## src/rtl/kaipokrandt_fsm_mov_multi_if.sv

```systemverilog
// kaipokrandt_fsm_mov_multi_if: decoder/sequencer-side handshake and bus-control signals for the move FSM
interface kaipokrandt_fsm_mov_multi_if #(
  parameter int RADDR_W = 3,
  parameter int BW = 1
);
  logic start;
  logic dec_movi;
  logic dec_mov;
  logic [RADDR_W-1:0] src_addr;
  logic [RADDR_W-1:0] dst_addr;
  logic busy;
  logic done;
  logic err;
  logic imm_to_bus_en;
  logic [BW-1:0] imm_beat;
  logic src_reg_out_en;
  logic tmp_ld;
  logic tmp_to_bus_en;
  logic dst_reg_ld;
  logic [BW-1:0] dst_beat;
  logic [RADDR_W-1:0] src_sel;
  logic [RADDR_W-1:0] dst_sel;
  modport master (
    output start, dec_movi, dec_mov, src_addr, dst_addr,
    input busy, done, err, imm_to_bus_en, imm_beat, src_reg_out_en, tmp_ld,
    input tmp_to_bus_en, dst_reg_ld, dst_beat, src_sel, dst_sel
  );
  modport slave (
    input start, dec_movi, dec_mov, src_addr, dst_addr,
    output busy, done, err, imm_to_bus_en, imm_beat, src_reg_out_en, tmp_ld,
    output tmp_to_bus_en, dst_reg_ld, dst_beat, src_sel, dst_sel
  );
endinterface

```

## src/rtl/kaipokrandt_fsm_mov_multi.sv

```systemverilog
// kaipokrandt_fsm_mov_multi: sequences multi-beat immediate moves and reg-to-reg moves via the temp register
module kaipokrandt_fsm_mov_multi #(
  parameter int DATA_W = 16,
  parameter int IMM_BEATS = 2,
  parameter int RADDR_W = 3,
  localparam int BW = (IMM_BEATS > 1) ? $clog2(IMM_BEATS) : 1
) (
  input logic clk,
  input logic reset,
  kaipokrandt_fsm_mov_multi_if.slave bus
);
  if (IMM_BEATS < 1 || IMM_BEATS > 8 || DATA_W < 1) begin : g_bad_param
    $error("kaipokrandt_fsm_mov_multi: IMM_BEATS must be 1..8");
  end
  typedef enum logic [2:0] {S_IDLE, S_IMM, S_RD, S_WR, S_DONE} state_t;
  localparam logic [BW-1:0] LAST = BW'(IMM_BEATS - 1);
  state_t state, next;
  logic [BW-1:0] cnt, cnt_nx;
  logic [RADDR_W-1:0] src_q, dst_q;
  logic err_q, err_nx, ld;
  always_ff @(posedge clk or posedge reset) begin
    if (reset) begin
      state <= S_IDLE;
      cnt <= '0;
      src_q <= '0;
      dst_q <= '0;
      err_q <= 1'b0;
    end else begin
      state <= next;
      cnt <= cnt_nx;
      err_q <= err_nx;
      if (ld) begin
        src_q <= bus.src_addr;
        dst_q <= bus.dst_addr;
      end
    end
  end
  always_comb begin
    next = state;
    cnt_nx = cnt;
    err_nx = 1'b0;
    ld = 1'b0;
    case (state)
      S_IDLE: if (bus.start) begin
        if (bus.dec_movi && !bus.dec_mov) begin
          next = S_IMM;
          cnt_nx = '0;
          ld = 1'b1;
        end else if (bus.dec_mov && !bus.dec_movi) begin
          next = S_RD;
          ld = 1'b1;
        end else err_nx = 1'b1;
      end
      S_IMM: if (cnt == LAST) next = S_DONE; else cnt_nx = cnt + 1'b1;
      S_RD: next = S_WR;
      S_WR: next = S_DONE;
      S_DONE: next = S_IDLE;
      default: next = S_IDLE;
    endcase
  end
  // Beat indices read zero outside S_IMM so S_WR always targets slice 0
  always_comb begin
    bus.busy = state == S_IMM || state == S_RD || state == S_WR;
    bus.done = state == S_DONE;
    bus.err = err_q;
    bus.imm_to_bus_en = state == S_IMM;
    bus.src_reg_out_en = state == S_RD;
    bus.tmp_ld = state == S_RD;
    bus.tmp_to_bus_en = state == S_WR;
    bus.dst_reg_ld = state == S_IMM || state == S_WR;
    bus.imm_beat = state == S_IMM ? cnt : '0;
    bus.dst_beat = state == S_IMM ? cnt : '0;
    bus.src_sel = src_q;
    bus.dst_sel = dst_q;
  end
endmodule

```

## src/flat_wrapper.sv

```systemverilog
// flat-port wrapper written by rule: the top's interface ports become plain ports
module kaipokrandt_fsm_mov_multi_flat 
#(
  parameter int DATA_W = 16,
  parameter int IMM_BEATS = 2,
  parameter int RADDR_W = 3,
  localparam int BW = (IMM_BEATS > 1) ? $clog2(IMM_BEATS) : 1
)
  (clk, reset, bus_start, bus_dec_movi, bus_dec_mov, bus_src_addr, bus_dst_addr, bus_busy, bus_done, bus_err, bus_imm_to_bus_en, bus_imm_beat, bus_src_reg_out_en, bus_tmp_ld, bus_tmp_to_bus_en, bus_dst_reg_ld, bus_dst_beat, bus_src_sel, bus_dst_sel);
  kaipokrandt_fsm_mov_multi_if #(.RADDR_W(RADDR_W), .BW(1)) bus_i ();
  input logic clk;
  input logic reset;
  input wire logic [$bits(bus_i.start)-1:0] bus_start;
  input wire logic [$bits(bus_i.dec_movi)-1:0] bus_dec_movi;
  input wire logic [$bits(bus_i.dec_mov)-1:0] bus_dec_mov;
  input wire logic [$bits(bus_i.src_addr)-1:0] bus_src_addr;
  input wire logic [$bits(bus_i.dst_addr)-1:0] bus_dst_addr;
  output wire logic [$bits(bus_i.busy)-1:0] bus_busy;
  output wire logic [$bits(bus_i.done)-1:0] bus_done;
  output wire logic [$bits(bus_i.err)-1:0] bus_err;
  output wire logic [$bits(bus_i.imm_to_bus_en)-1:0] bus_imm_to_bus_en;
  output wire logic [$bits(bus_i.imm_beat)-1:0] bus_imm_beat;
  output wire logic [$bits(bus_i.src_reg_out_en)-1:0] bus_src_reg_out_en;
  output wire logic [$bits(bus_i.tmp_ld)-1:0] bus_tmp_ld;
  output wire logic [$bits(bus_i.tmp_to_bus_en)-1:0] bus_tmp_to_bus_en;
  output wire logic [$bits(bus_i.dst_reg_ld)-1:0] bus_dst_reg_ld;
  output wire logic [$bits(bus_i.dst_beat)-1:0] bus_dst_beat;
  output wire logic [$bits(bus_i.src_sel)-1:0] bus_src_sel;
  output wire logic [$bits(bus_i.dst_sel)-1:0] bus_dst_sel;
  assign bus_i.start = bus_start;
  assign bus_i.dec_movi = bus_dec_movi;
  assign bus_i.dec_mov = bus_dec_mov;
  assign bus_i.src_addr = bus_src_addr;
  assign bus_i.dst_addr = bus_dst_addr;
  assign bus_busy = bus_i.busy;
  assign bus_done = bus_i.done;
  assign bus_err = bus_i.err;
  assign bus_imm_to_bus_en = bus_i.imm_to_bus_en;
  assign bus_imm_beat = bus_i.imm_beat;
  assign bus_src_reg_out_en = bus_i.src_reg_out_en;
  assign bus_tmp_ld = bus_i.tmp_ld;
  assign bus_tmp_to_bus_en = bus_i.tmp_to_bus_en;
  assign bus_dst_reg_ld = bus_i.dst_reg_ld;
  assign bus_dst_beat = bus_i.dst_beat;
  assign bus_src_sel = bus_i.src_sel;
  assign bus_dst_sel = bus_i.dst_sel;
  kaipokrandt_fsm_mov_multi #(.DATA_W(DATA_W), .IMM_BEATS(IMM_BEATS), .RADDR_W(RADDR_W)) u_core (.clk(clk), .reset(reset), .bus(bus_i));
endmodule
```

## config.mk

```make
export PLATFORM = sky130hd
export DESIGN_NAME = kaipokrandt_fsm_mov_multi_flat
export DESIGN_NICKNAME = d
export VERILOG_FILES = /design/src/rtl/kaipokrandt_fsm_mov_multi_if.sv /design/src/rtl/kaipokrandt_fsm_mov_multi.sv /design/src/flat_wrapper.sv
export SDC_FILE = /design/constraint.sdc
export NUM_CORES = 1
export LEC_CHECK = 0
export CAP_MARGIN = 10
export CORE_MARGIN = 2
export CORE_UTILIZATION = 38
export CTS_CLUSTER_DIAMETER = 120
export DETAILED_ROUTE_END_ITERATION = 10
export PLACE_DENSITY = 0.81
export SLEW_MARGIN = 10
export SYNTH_ARGS = -nofsm -noshare
export SYNTH_HDL_FRONTEND = slang
export SYNTH_SLANG_ARGS = --single-unit
```

## constraint.sdc

```tcl
create_clock -name clk -period 1.9 [get_ports clk]
set_input_delay 0.285 -clock clk [delete_from_list [all_inputs] [get_ports clk]]
set_output_delay 0.285 -clock clk [all_outputs]
set_load 0.02 [all_outputs]
```

## After elaboration in Yosys (flattened, before gate mapping)

Index checks and enable logic that the tools add are counted.

- Flip-flop bits (word level): 11
- Logic and storage cells: 43

- Reductions and logical operators: 11
- Add/sub/neg operators: 1
- Equality and inequality tests: 8
- Multiplexer cells: 18

Operator list:

| kind | count |
|---|---|
| $mux W1 | 12 |
| $mux W3 | 4 |
| $pmux W3 S4 | 1 |
| $eq A3 B2 Y1 const B | 2 |
| $reduce_and A3 Y1 | 2 |
| $ne A2 B1 Y1 const B | 2 |
| $eq A3 B1 Y1 const B | 1 |
| $eq A3 B3 Y1 const B | 1 |
| $logic_not A3 Y1 | 1 |
| $logic_or A1 B1 Y1 | 3 |
| $ne A3 B1 Y1 const B | 1 |
| $logic_and A1 B1 Y1 | 2 |
| $logic_not A1 Y1 | 2 |
| $ne A2 B2 Y1 const B | 1 |
| $pmux W1 S2 | 1 |
| $reduce_bool A2 Y1 | 1 |
| $add A1 B1 Y1 const B | 1 |

## Longest topological paths before layout

Gate-level depths: netlist (run 1).

- Word-level depth: 6
- Mapped depth: 5

## Least setup slack after synthesis (run 1)

No wires, ideal clock.

- Path kind: register to output
- Start: register u_core.state[0]
- End: output port bus_imm_beat
- Buffers on the path: 1
- Arrival: 1.545 ns
- Path slack: 0.070 ns
- Stages on the path, launching flop included: 5
- Required time: 1.615 ns
- Cells stage by stage: dfrtp_1 > or2b_1 > nor2_1 > and2_1 > buf_4

- Cells in the longest elaborated chain, start to end: 2

Ends and longest elaborated chain:

| what | line | RTL |
|---|---|---|
| from (decl) | kaipokrandt_fsm_mov_multi.sv:17 | `state_t state, next;` |
| from (signal assigned) | kaipokrandt_fsm_mov_multi.sv:29 | `state <= next;` |
| $eq A3 B1 Y1 | - |  |
| via bus_imm_to_bus_en | flat_wrapper.sv:21 | `output wire logic [$bits(bus_i.imm_to_bus_en)-1:0] bus_imm_to_bus_en;` |
| $mux W1 | kaipokrandt_fsm_mov_multi.sv:71 | `bus.imm_beat = state == S_IMM ? cnt : '0;` |
| to (decl) | flat_wrapper.sv:22 | `output wire logic [$bits(bus_i.imm_beat)-1:0] bus_imm_beat;` |

The timed path passes the listed nets, and every way through them passes these cells.

## Final worst setup path (run 1)

- Start: register u_core.state[0]
- End: output port bus_busy

- Cells in the longest elaborated chain, start to end: 3

Ends and longest elaborated chain:

| what | line | RTL |
|---|---|---|
| $eq A3 B1 Y1 / $eq A3 B2 Y1 (equally long branches) | kaipokrandt_fsm_mov_multi.sv:63 | `bus.busy = state == S_IMM \|\| state == S_RD \|\| state == S_WR;` |
| $logic_or A1 B1 Y1 | kaipokrandt_fsm_mov_multi.sv:63 |  |
| $logic_or A1 B1 Y1 * | kaipokrandt_fsm_mov_multi.sv:63 |  |
| to (decl) | flat_wrapper.sv:18 | `output wire logic [$bits(bus_i.busy)-1:0] bus_busy;` |

Every way passes the cells marked *; elsewhere a longest branch is shown, timed or not.

==> results of run 1 <==
-- Yosys cell counts --
cell type / n
sky130_fd_sc_hd__dfrtp_1: 11
sky130_fd_sc_hd__nor4b_1: 1
sky130_fd_sc_hd__nor3_1: 2
sky130_fd_sc_hd__a211oi_1: 1
sky130_fd_sc_hd__or2_2: 1
sky130_fd_sc_hd__inv_1: 5
sky130_fd_sc_hd__nor2b_1: 1
sky130_fd_sc_hd__o21ai_0: 1
sky130_fd_sc_hd__nor3b_1: 2
sky130_fd_sc_hd__mux2_2: 6
sky130_fd_sc_hd__o31ai_1: 1
sky130_fd_sc_hd__nand2b_4: 1
sky130_fd_sc_hd__or2b_1: 1
sky130_fd_sc_hd__ha_1: 2
sky130_fd_sc_hd__buf_4: 2
sky130_fd_sc_hd__buf_2: 1
sky130_fd_sc_hd__and2_1: 2
sky130_fd_sc_hd__a31oi_1: 1
sky130_fd_sc_hd__nor4_4: 1
sky130_fd_sc_hd__nor2_1: 3
-- per-stage QoR --
| step | TNS (ps) | instance area (um2) | std cells | util, % | hold slack (ps) |
|---|---|---|---|---|---|
| 2_1_floorplan | 0 | 546 | 46 | - | 137 |
| 3_3_place_gp | -395 | 842 | 89 | 63.9 | 491 |
| 3_5_place_dp | -600 | 842 | 89 | 63.9 | 499 |
| 4_1_cts | 0 | 858 | 93 | 65.1 | 326 |
| 5_1_grt | -34.3 | 870 | 94 | 66.0 | 333 |
| 6_report | 0 | 870 | 94 | 66.0 | 304 |
-- sequential cells by signal, indices dropped and copies added (netlist names) --
name,cells
u_core.cnt,1
u_core.state,3
u_core.bus.src_sel,3
u_core.bus.err,1
u_core.bus.dst_sel,3
-- layer usage --
metal  vias up  GRT usage, %  share of wire [%]
met4         0          7.74                2.0
met5         -             0                  0
met1       204          15.4                 40
met2        27          20.6                 45
li1        221             -                  -
met3         3          8.70                 13
-- placed cells by master (no fill, tap or decap), drive strengths merged --
cell / instances
ha: 2
or2: 1
clkdlybuf4s50: 17
inv: 5
buf: 6
dlymetal6s2s: 1
nor3b: 2
dfrtp: 11
mux2: 6
a211oi: 1
dlygate4sd2: 7
nor4b: 1
nor4: 1
o31ai: 1
nor2: 3
o21ai: 1
nor2b: 1
nor3: 2
clkbuf: 4
nand2b: 1
and2: 2
a31oi: 1
clkdlybuf4s15: 1
or2b: 1
-- cell type report --
type                            instances  area, um2
Tap cell                               15       18.8
Inverter                                5       18.8
Multi-Input combinational cell         27        231
Fill cell                             116        448
Sequential cell                        11        275
Timing Repair Buffer                   32        299
Clock buffer                            4       26.3
-- critical path, delay by kind of cell, from the launching register on --
kind	cells	cell delay, ps
flip-flops	1	410
buffers and inverters	2	370
AND/OR/NAND/NOR	2	520
-- timing repair --
action / 4_1_cts / 5_1_grt
endpoints found under the setup margin: 8 / 4
gates resized for setup: 8 / 2
buffers inserted: 0 / 1
-- power breakdown --
group,internal (W),total (W),switching (W),leakage (nW)
Clock,0.0000812,0.000155,0.0000736,0.0150
Combinational,0.000408,0.000798,0.000390,0.285
Sequential,0.000340,0.000403,0.0000626,0.134
Total,0.000829,0.00136,0.000526,0.434
-- cells by family after synthesis --
family / after synthesis / synth area share (%)
AO/OA/AOI/OAI: 4 / 4.82
adder cells (fa/ha/maj): 2 / 4.59
buffers and inverters: 8 / 7.11
flip-flops: 11 / 50.5
multiplexers: 6 / 12.4
AND/OR/NAND/NOR: 15 / 20.6
-- path summary, 6_finish.rpt --
check	cells after the start	end	startpoint	slack (ps)
max	4	bus_busy	u_core.state[0]	60
max in group asynchronous	2	u_core.bus.src_sel[0]	reset	1320
min reg2reg	1	u_core.bus.src_sel[0]	u_core.bus.src_sel[0]	510
min in group clk	1	u_core.bus.src_sel[0]	u_core.bus.src_sel[0]	510
max reg2reg	4	u_core.bus.src_sel[1]	u_core.state[1]	410
min	2	u_core.bus.dst_sel[1]	reset	300
==> reports/summary.md, run 1 <==
Worst setup path
• Worst Setup Path Type: reg -> out
• data required time of the critical path: 1620 ps
• type of destination of the critical path: output pin
• Crit-path slowest cell: sky130_fd_sc_hd__dfrtp_1
• critical path cell sequence: or2b_1, inv_1, or2_2, clkdlybuf4s15_1
• critical path peak fanout: 4
• worst endpoint data arrival time: 1560 ps
• largest stage delay on the critical path: 410 ps
• kind of start point of the critical path: flop

Timing
• Slew HR: 74.0%
• final count of hold timing violations: 0
• Fmax: 543 MHz
• worst-case clock skew: 5.27 ps
• transition time at the pin with the least slew margin: 389 ps
• final worst-path cycle share: 96.9%
• final count of negative-setup-slack endpoints: 0
• fin worst setup slack: 59.5 ps
• setup repair after global routing missed its margin: yes
• number of max-slew violations in the final report: 0
• min Tclk post-route: 1840 ps

Clocking
• clock tree from TritonCTS: yes
• Worst-Skew Late Latency: 260 ps
• clock input transition at the sequential cells of the worst setup and hold paths: 70 ps
• clock root buffer: sky130_fd_sc_hd__clkbuf_4
• # H-tree levels: 1
• clock tree buffer depth: 2
• CTS buffer count: 3
• count of hold-fix buffers inserted at cts: 0
• clock sink total: 11

Global route
• all-layer global routing usage: 14.0%
• antenna violations before repair: 0
• wire length of the first global-routing pass: 1780 um
• via count of the first global-routing pass: 413
• maximum number of pins on one net before global-route repair: 12
• Congestion Overflow GR: 0

Cells and area
• NumNets Final: 93
• Syn-to-layout area delta: 59.4%
• fraction of layout cells with a size suffix above 1: 22.8%
• Ant. Diodes: 0

Worst hold path
• class of the most critical hold timing path: in -> async

Floorplanning
• die span in x: 41.9 um
• number of placement rows: 13
• core region area: 1320 um2
• number of top-level pins: 27
• total die area: 1750 um2
• initial core utilization: 41.4%
• die height: 41.9 um

Status
• status: finished clean

Synthesis
• total of warnings raised by yosys: 0
• Distinct cells, synth: 20
• flip-flop and latch count after synthesis: 11
• main area contributors after synthesis: sky130_fd_sc_hd__dfrtp_1 50%, sky130_fd_sc_hd__mux2_2 12%, sky130_fd_sc_hd__ha_1 4.6%, sky130_fd_sc_hd__nor4_4 3.9%, sky130_fd_sc_hd__inv_1 3.4%
• cell area after technology mapping: 546 um2
• synthesized instance count: 46
• area share of the largest cell type after synthesis: 50.5%
• Post-Synthesis Mean Instance Area: 11.9 um2
• Post-Syn Nets: 59
• cell taking the most area after synthesis: sky130_fd_sc_hd__dfrtp_1
• sequential area share after synthesis: 50.5%

Power and ir drop
• Power per Cell Area: 1560 nW/um2
• peak supply drop: 839 uV
• Leakage Power: 0.434 nW
• power after layout: 0.00136 W

Detailed routing
• Via density: 4.84
• Avg WL per Cell: 11.5 um
• number of remaining DRC errors: 0
• Final Routed Wirelength: 1080 um
• vias after detailed routing: 455
• Final ANT Viol Nets: 0
• count of TritonRoute iterations in the first routing pass: 1
• number of violations reported at the end of detailed-routing iteration 0: 0

Flow run
• number of max-cap violations: 0

Placed design
• worst slack after detailed placement: -104 ps
• global placer's final weighted congestion: 0.698
• number of I/O port buffers: 26
• Detail Placement HPWL: 882 um

Note: power is estimated with default switching activity, not from simulation.
==> run 2: changes to the inputs <==
CTS_CLUSTER_DIAMETER = default   (was 120)
==> results of run 2 <==
Same layout as run 1: the final DEF is identical, and so are final timing and power.
==> variant 1: new RTL, flow settings as in run 1 <==
Make the reset (`reset`) synchronous in one clocked block.
--- a/src/rtl/kaipokrandt_fsm_mov_multi.sv
+++ b/src/rtl/kaipokrandt_fsm_mov_multi.sv
@@ -20,3 +20,3 @@
   logic err_q, err_nx, ld;
-  always_ff @(posedge clk or posedge reset) begin
+  always_ff @(posedge clk) begin
     if (reset) begin
Check against the original RTL: differs if reset is asserted again (counterexample within 4 cycles, from zero or initial values and one cycle with reset high); with reset held inactive, the same outputs for 10 cycles.
==> variant 1 against run 1 <==
Via count increased by 24%; first-iteration DRC count increased by 3; design area increased by 0.43%; synthesized area increased by 5.3%; count of clock-buffer cells in the layout unchanged; sequential cell count unchanged; setup slack improved by 0.050 ns; wire length increased by 19%; critical path type unchanged.
Power is not compared: it rests on default switching activity, and its combinational part moved more than twofold at a synthesized area within 25%.
==> variant 1: results (changes against run 1) <==
[critical_path]
r2r-start = u_core.state[2]
worstPathMaxFanout = 9  ; +5
rrSetupSlack_ns = 0.43  ; +0.02 ns
cp.arrival_ns = 1.51  ; -0.05 ns
r2r-end = u_core.state[1]

[placed_design]
post-place-ws_ns = 0.0194  ; +0.124 ns
placed_cells = 107  ; +20%
gp_congestion = 0.773  ; +11%
dpl.hpwl_mm = 1.06  ; +20%

[route]
avgRoutedWirePerCell_um = 11.6  ; +0.87%
vias = 564  ; +24%
viasPerCell = 5.08  ; +5.0%
drt_iter0_markers = 3  ; +3
first_pass_iters = 4  ; +3

[global_routing]
grt_pass1_vias = 519  ; +26%
grt_max_degree = 10  ; -2
track_usage_pct = 16.0  ; +2.0 points
grt_pass1_wl_mm = 2.17  ; +22%

[run_status]
outcome = completed

[synthesis]
synth-main-ff-cell = dfxtp_1
synthTopCellsByArea = dfxtp_1 (38%), o21ai_0 (7.8%), a21oi_1 (6.1%), nand3_1 (5.2%), ha_1 (4.4%)
synthDistinctLibCells = 26  ; +30%
netlist_top_cells_count = dfxtp_1 (11), o21ai_0 (9), a21oi_1 (7)

[timing]
relSlewSlack_pct = 75.7  ; +1.7 points
holdWs_ns = 0.476  ; +0.172 ns

[min_path]
min_path_type = reg2reg

[finish]
drive_gt1_share_pct = 14.7  ; -8.0 points

[variant 1: changes by cell type after synthesis, sizes merged, moves of 6 or more]
cell	before	now
o21ai	1	9
nand3	0	6
mux2	6	0
a21oi	0	7
dfxtp	0	11
dfrtp	11	0
[variant 1: worst max-delay path, cell delays in order, from the launching register on]
cell             delay [ns]
dfxtp_2                0.40
nor2b_1                0.22
clkdlybuf4s50_1        0.63
[variant 1: layout make-up]
cell class                 instances  area (µm²)  area share [%]
multi-input combinational         46         303            34.7
timing repair buffer              30         288            33.0
sequential                        11         221            25.4
clock buffer                       4        26.3            3.01
tap                               16        20.0            2.29
inverter                           4        15.0            1.72
[variant 1: worst max-delay path by stage]
stage | from | to | slack, ns | depth (start not counted)
after global placement | bus_dec_mov | u_core.state[0] | 0.07 | 6
after CTS | u_core.state[0] | bus_busy | 0.04 | 4
after floorplan | u_core.state[0] | bus_tmp_ld | 0.28 | 3
final | u_core.state[0] | bus_dst_reg_ld | 0.11 | 2
after global routing | u_core.state[0] | bus_dst_reg_ld | 0.05 | 2
after detailed placement | bus_dec_mov | u_core.state[1] | 0.02 | 6
[variant 1: kinds of logic after synthesis]
logic type	count (synthesis)	synth area share [%]
simple gates	24	26.1
compound gates	18	18.3
flops	11	38.3
buf+inv	10	9.37
mux	2	3.49
fa+ha+maj	2	4.36
[variant 1: metal layers]
layer / track usage (%) / vias to the layer above / wire (µm)
met3: 5.11 / 2 / 42
met5: 0 / - / 0
met2: 26.7 / 13 / 652
li1: - / 286 / -
met1: 18.3 / 263 / 573
met4: 7.50 / 0 / 21
[variant 1: power breakdown]
part	internal [mW]	total (mW)	switching [mW]
sequential	0.246	0.259	0.0126
combinational	0.0876	0.172	0.0842
clock	0.0811	0.153	0.0721
total	0.415	0.584	0.169
==> variant 2: new RTL, flow settings as in run 1 <==
Without the edit above. `RADDR_W` is set to 3 in 3 places; all go to 2.
--- a/src/rtl/kaipokrandt_fsm_mov_multi_if.sv
+++ b/src/rtl/kaipokrandt_fsm_mov_multi_if.sv
@@ -2,3 +2,3 @@
 interface kaipokrandt_fsm_mov_multi_if #(
-  parameter int RADDR_W = 3,
+  parameter int RADDR_W = 2,
   parameter int BW = 1
--- a/src/rtl/kaipokrandt_fsm_mov_multi.sv
+++ b/src/rtl/kaipokrandt_fsm_mov_multi.sv
@@ -4,3 +4,3 @@
   parameter int IMM_BEATS = 2,
-  parameter int RADDR_W = 3,
+  parameter int RADDR_W = 2,
   localparam int BW = (IMM_BEATS > 1) ? $clog2(IMM_BEATS) : 1
--- a/src/flat_wrapper.sv
+++ b/src/flat_wrapper.sv
@@ -5,3 +5,3 @@
   parameter int IMM_BEATS = 2,
-  parameter int RADDR_W = 3,
+  parameter int RADDR_W = 2,
   localparam int BW = (IMM_BEATS > 1) ? $clog2(IMM_BEATS) : 1
Interface: changed (resized bus_dst_addr, bus_dst_sel, bus_src_addr and bus_src_sel); port bits go from 27 to 23. The function was not compared with the original's and may differ.
==> variant 2 against run 1 <==
Clock skew up 0.0013 ns; design area shrank 16%; sequential cell count decreased by 2; final cell count decreased by 14%; utilization fell by 1.2 points; synthesized area down 14%; total power down 14%; global-route usage up 2.8 points; non-clock buffer count down 7; via count shrank 16%; setup slack better by 0.027 ns; wire length down 10%; critical endpoint is now bus_dst_reg_ld; count of clock-buffer cells in the layout stayed put.
==> variant 2: results (changes against run 1) <==
[placed_design]
io_buffers = 22  ; -15%
gp_congestion = 0.734  ; +5.1%
placed_cells = 77  ; -13%
dpl.hpwl_um = 807  ; -8.5%
place_area_um2 = 712  ; -15%

[synthesis]
synthDistinctLibCells = 20  ; unchanged
synthTopCellsByArea = dfrtp_1 (48%), mux2_4 (13%), and2_1 (5.4%), ha_1 (5.4%), buf_4 (3.2%)
ys_seq_area_share_pct = 48.3  ; -2.2 points
syn_area_per_cell_um2 = 11.7  ; -1.6%
synth_warnings = 0  ; unchanged
netlist_top_cells_count = dfrtp_1 (9), and2_1 (4), inv_1 (4), mux2_4 (4)
synth-main-ff-cell = dfrtp_1
syn_nets = 51  ; -14%

[clocking]
clkSlewWorstSetupHoldPaths_ns = 0.06
cts_resized = 7  ; -1
cts_buffers = 3  ; unchanged
clockRootBuffer = clkbuf_4
htree_levels = 1  ; unchanged
insertion_delay_ns = 0.26  ; about the same

[global_routing]
grt_max_degree = 10  ; -2
grt_use_met2_pct = 26.7  ; +6.0 points
grt_util_met1_pct = 18.0  ; +2.6 points
antenna_found_initial = 0  ; unchanged
grt_pass1_vias = 365  ; -12%
track_usage_pct = 16.8  ; +2.8 points
grt_pass1_wl_mm = 1.56  ; -12%
gr-usage-met3_pct = 4.05  ; -4.6 points

[critical_path]
worstPathMaxFanout = 3  ; -1
worstRegToRegCells = 4  ; unchanged
cp.arrival_ns = 1.53  ; -0.03 ns
cp_slowest_cell = clkdlybuf4s50_1
cp_top_family = buffers and inverters
r2r-start = u_core.state[2]
max_stage_delay_ns = 0.59  ; +0.18 ns

[route]
dr_wl_met3_um = 64  ; -53%
first_pass_iters = 3  ; +2
vias = 381  ; -16%
drt_iter0_markers = 5  ; +5
viasPerCell = 4.70  ; -2.8%
avgRoutedWirePerCell_um = 12.0  ; +3.9%
wl_met2_um = 487  ; -0.41%
m1WireLength_um = 407  ; -6.0%
top_layer = met4
drcViolationCount = 0  ; unchanged

[timing]
timing.final.crit_share_pct = 95.4  ; -1.4 points
fin_skew_ns = 0.00655  ; +0.00129 ns
relSlewSlack_pct = 78.3  ; +4.2 points

[finish]
fin_nets = 79  ; -15%
drive_gt1_share_pct = 17.9  ; -4.9 points

[power]
p_leak_nw = 0.366  ; -16%
vdd_drop_max_mv = 0.644  ; -23%

[min_path]
min_path_type = in2async

[run_status]
outcome = completed

## variant 2: cell count changes in the layout (fill, tap and decap cells not counted), moves of 2 or more
cell,run 1,this run
and2_1,2,4
buf_4,6,3
clkdlybuf4s50_1,17,15
dfrtp_1,11,9
mux2_2,6,0
mux2_4,0,4
nor2_1,3,1
## variant 2: metrics by stage
step / power, mW / setup WS, ns / hold WS [ns]
floorplan: 0.736 / 0.0139 / 0.113
global placement: 1.05 / 0.0323 / 0.469
detailed placement: 1.07 / 0.0185 / 0.496
CTS: 1.18 / 0.0649 / 0.316
global route: 1.24 / 0.00948 / 0.338
finish: 1.17 / 0.0866 / 0.301
## variant 2: worst paths after layout
path | end | slack, ns
min | u_core.state[2] | 0.30
min reg2reg | u_core.cnt | 0.50
max reg2reg | u_core.bus.src_sel[1] | 0.47
max | bus_dst_reg_ld | 0.09
min in group clk | u_core.cnt | 0.50
max in group asynchronous | u_core.bus.src_sel[0] | 1.35
## variant 2: cells by family (layout without fill, tap and decap cells)
kind of cell | Yosys count | count (layout) | share of synthesized area (%)
buffers and inverters | 6 | 33 | 6.43
AOI/OAI and AO/OA | 3 | 3 | 4.83
muxes | 4 | 4 | 12.9
adders and majority gates | 2 | 2 | 5.36
DFF | 9 | 9 | 48.3
and+or+nand+nor | 16 | 16 | 22.3
## variant 2: layout make-up
class,instances,area (µm²)
Clock buffer,4,26.3
Fill cell,106,397
Inverter,4,15.0
Multi-Input combinational cell,25,211
Sequential cell,9,225
Tap cell,14,17.5
Timing Repair Buffer,25,234
## variant 2: report_power, final
group	total [mW]	internal, mW	switching, mW
combinational	0.691	0.362	0.329
sequential	0.331	0.276	0.0552
clock	0.144	0.0807	0.0637
total	1.17	0.719	0.448
